===== src/rtl/cp0_unit.sv =====
// cp0_unit: MIPS CP0 SR/Cause/EPC/PRId registers and interrupt request; ports clk, rst, addr/din/we (mfc0/mtc0), pc/exl_set/exl_clr (exception entry/eret), hwint -> int_req, epc_out, dout
module cp0_unit #(
  parameter logic [31:0] PRID      = 32'h2022_0001,
  parameter logic [31:0] EPC_RESET = 32'h0000_3000
) (
  input  logic        clk,
  input  logic        rst,
  input  logic [4:0]  addr,
  input  logic [31:0] din,
  input  logic        we,
  input  logic [31:0] pc,
  input  logic        exl_set,
  input  logic        exl_clr,
  input  logic [5:0]  hwint,
  output logic        int_req,
  output logic [31:0] epc_out,
  output logic [31:0] dout
);
  logic [5:0]  im_q, im_d, ip_q, ip_d;
  logic        ie_q, ie_d, exl_q, exl_d;
  logic [29:0] epc_q, epc_d;
  logic        wr_sr, wr_epc;
  always_comb begin
    wr_sr  = we && addr == 5'd12;
    wr_epc = we && addr == 5'd14;
    im_d   = wr_sr ? din[15:10] : im_q;
    ie_d   = wr_sr ? din[0] : ie_q;
    exl_d  = exl_set ? 1'b1 : exl_clr ? 1'b0 : wr_sr ? din[1] : exl_q;
    epc_d  = exl_set ? pc[31:2] : wr_epc ? din[31:2] : epc_q;
    ip_d   = hwint;
  end
  always_ff @(posedge clk) begin
    if (rst) begin
      im_q  <= '0;
      ie_q  <= 1'b0;
      exl_q <= 1'b0;
      ip_q  <= '0;
      epc_q <= EPC_RESET[31:2];
    end else begin
      im_q  <= im_d;
      ie_q  <= ie_d;
      exl_q <= exl_d;
      ip_q  <= ip_d;
      epc_q <= epc_d;
    end
  end
  always_comb begin
    epc_out = {epc_q, 2'b00};
    int_req = |(ip_q & im_q) & ie_q & ~exl_q;
    dout    = addr == 5'd12 ? {16'b0, im_q, 8'b0, exl_q, ie_q} :
              addr == 5'd13 ? {16'b0, ip_q, 10'b0} :
              addr == 5'd14 ? epc_out :
              addr == 5'd15 ? PRID : 32'b0;
  end
endmodule


===== config.mk =====
export PLATFORM = sky130hd
export DESIGN_NAME = cp0_unit
export DESIGN_NICKNAME = d
export VERILOG_FILES = /design/src/rtl/cp0_unit.sv
export SDC_FILE = /design/constraint.sdc
export NUM_CORES = 1
export LEC_CHECK = 0
export CORE_MARGIN = 2
export CORE_UTILIZATION = 38
export DETAILED_ROUTE_END_ITERATION = 8
export GPL_ROUTABILITY_DRIVEN = 0
export PLACE_DENSITY_LB_ADDON = 0.3
export SLEW_MARGIN = 20
export SYNTH_ARGS = -nofsm -noshare
export SYNTH_HDL_FRONTEND = slang
export SYNTH_SLANG_ARGS = --single-unit

===== constraint.sdc =====
create_clock -name clk -period 1.7 [get_ports clk]
set_input_delay 0.425 -clock clk [delete_from_list [all_inputs] [get_ports clk]]
set_output_delay 0.425 -clock clk [all_outputs]
set_load 0.005 [all_outputs]

==> impl_results.md <==
- Status: complete, but fails checks
- Failing checks: negative setup slack
- Tmin final: 1.92 ns
- Initial antenna violation count: 0
- Period utilisation layout: 113%
- F_max: 521 MHz
- Largest cells by area after synthesis: dfxtp_1 35%, a221oi_2 13%, a31oi_1 7.3%, o21ai_0 7.2%, and2_1 5.3%
- Starting Density: 39.3%
- Post-synth top area share: 35.3%
- Max_cap viols: 0
- FP Rows: 29
- DRT antenna net count: 0
- Slew Limit Fails: 0
- Drt pass-1 iters: 5
- Total track usage: 26.1%
- Final hold viol count: 0
- Delay of the slowest critical-path stage: 0.22 ns
- Detail Placement HPWL: 6310 um
- Largest net degree at the start of global routing: 39
- I/O Pins: 145
- Critical path fanouts, max: 4
- Core area: 6350 sq um
- Logic pwr share: 25.6%
- Setup crit start kind: primary input
- Final setup skew: 0 ns
- Clock sink count: 44
- Sequential power share: 43.5%
- CP Cell Sequence: buf_6 -> nand4b_4 -> nor2_4 -> buf_6 -> buf_6 -> buf_6 -> and2_4 -> buf_6
- Number of flops mapped to enable cells by yosys: 0
- Final Net Count: 542
- Routed WL: 9790 um
- Die ar.: 7240 sq um
- I/O Buffers: 140
- Die W: 85.1 um
- Die H: 85.1 um
- Clk buf depth: 2
- Syn Area/Cell: 8.53 sq um
- First-pass GRT wire length: 15100 um
- P_int: 1.93 mW
- Critical path data arrival time: 1.50 ns
- Setup-failing EPs final: 29
- Crit-path leading delay family: simple AND/OR/NAND/NOR gates
- Leak: 1.89 nW
- Routed WL per cell: 18.1 um
- Area grow syn2layout: 82.7%
- Synth Cell Area: 2500 sq um
- Register area share after synthesis: 35.3%
- Initial drt markers: 151
- Layout cells sized above 1: 34.6%
- Final core occ: 71.9%
- Clock latency on the worst-skew pair: 0.29 ns
- Yosys Warn Count: 0
- Post-synth ARST share: 0%
- Vias: 2996
- R2R Setup Slk: 0.86 ns
- WP buf/inv: 5
- Most numerous cell in the Yosys netlist: dfxtp_1
- Worst hold path type: in2reg
- Slowest cell on the critical path: nor2_4
- Crit Path Class: in2out
- DRC: 0
- Commonest cells in the synthesized netlist: 44 x dfxtp_1, 36 x o21ai_0, 31 x inv_1
- Via density per instance: 5.55
- Peak supply drop: 0.345 mV
- Crit. End Element: primary output
- RSZ-0062 raised after global routing: yes
- CTS Hold Bufs: 0
- Power Density: 575 nW/um^2
- Clock share of power: 30.9%
- Crit path required time: 1.27 ns
- Cell taking the most area after synthesis: dfxtp_1
- PnR worst setup slack: -0.221 ns
- Clock Root Buffer: clkbuf_8
- Most frequent CP cell: buf_6
- Switching Share: 26.5%
- H-tree Lvls: 2
- Setup_tns: -3.67 ns
- Fill count: 506
- # diodes: 0
- Cells after Synth: 293
- Post-synthesis cell type count: 33
- Most used DFF post-synth: dfxtp_1
- Psw: 0.695 mW
- CTS clock-pin slew for the worst setup and hold paths: 0.09 ns
- Total CTS buffers: 5
- Synth Register Bits: 44
- Remaining Overflow, GRT: 0
- CTS tree: done
- Vias in the first global route: 2979
metal layers:
metal	global-route usage (%)	part of all wire [%]	wire length, um	vias to the layer above
li1	-	-	-	1406
met1	30.7	40	3910	1441
met2	46.7	51	4970	137
met3	6.52	7.6	746	12
met4	7.65	1.6	161	0
met5	0	0	0	-
cell families (layout without fill, tap and decap cells):
| group | count (synthesis) | in the layout | synth area share [%] |
|---|---|---|---|
| and+or+nand+nor | 57 | 57 | 13.7 |
| buffers and inverters | 67 | 236 | 13.0 |
| other | 1 | 2 | 0.150 |
| AOI/OAI and AO/OA | 124 | 124 | 38.0 |
| DFF | 44 | 44 | 35.3 |
per-stage QoR:
step	instances	total power [mW]	cell area [sq um]	hold WS (ns)	setup slack [ns]
after floorplan	294	1.40	2500	0.454	0.0469
after global placement	503	1.76	4030	0.465	-0.851
after detailed placement	503	1.78	4030	0.470	-0.876
after CTS	540	2.61	4460	0.439	-0.228
after global routing	540	2.74	4560	0.448	-0.263
final	540	2.62	4560	0.446	-0.221
power groups by stage:
stage | Sequential [mW] | Combinational (mW) | Clock [mW]
after floorplan | 1.15 | 0.247 | 0
after global placement | 1.15 | 0.608 | 0
after detailed placement | 1.16 | 0.621 | 0
after CTS | 1.14 | 0.661 | 0.816
after global routing | 1.15 | 0.721 | 0.867
final | 1.14 | 0.672 | 0.811
layout make-up:
type                       count  area, sq um  share of cell area, %
sequential                    44          885                   19.4
multi-input combinational    183         1440                   31.5
inverter                      31          116                   2.55
clock buffer                   6         72.6                   1.59
timing repair buffer         197         1920                   42.1
clock inverter                 2         35.0                  0.768
tap                           77         96.3                   2.11
repair_timing:
action	4_1_cts	5_1_grt
gates resized for setup	206	36
endpoints found under the setup margin	53	32
setup buffers	28	2
cloned	3	0
pin swaps	22	5
hold endpoints to repair	0	0
worst reg2reg max path: stages, from the launching register on:
cell and delay [ns]:
dfxtp_1 0.39, o21ai_0 0.12, a221oi_1 0.24
registers in the layout, indices dropped and copies added, names as in the netlist:
register / flops
epc_q: 30
im_q: 6
ip_q: 6
exl_q: 1
ie_q: 1
final timing paths:
kind / to / cells past startpoint / startpoint
worst max-delay path: dout[22] / 8 / addr[4]
worst min register to register: ie_q$_SDFFE_PP0P_ / 2 / ie_q$_SDFFE_PP0P_
worst max register to register: exl_q$_SDFFE_PP0P_ / 2 / exl_q$_SDFFE_PP0P_
worst min-delay path: im_q[3]$_SDFFE_PP0P_ / 2 / rst
placed cells by master, fill, tap and decap left out, types with 4 or more instances in the layout:
cell,n
nor2_1,6
clkbuf_2,4
clkdlybuf4s50_1,100
o21ai_0,36
and2_1,5
buf_6,46
dfxtp_1,41
buf_2,14
inv_1,31
buf_4,25
nand2_1,4
a21oi_1,14
and2_4,16
a221oi_2,26
nor2b_1,6
clkbuf_8,5
nand3_1,7
a221oi_1,7
a31oi_1,29
(Power assumes the default switching activity.)
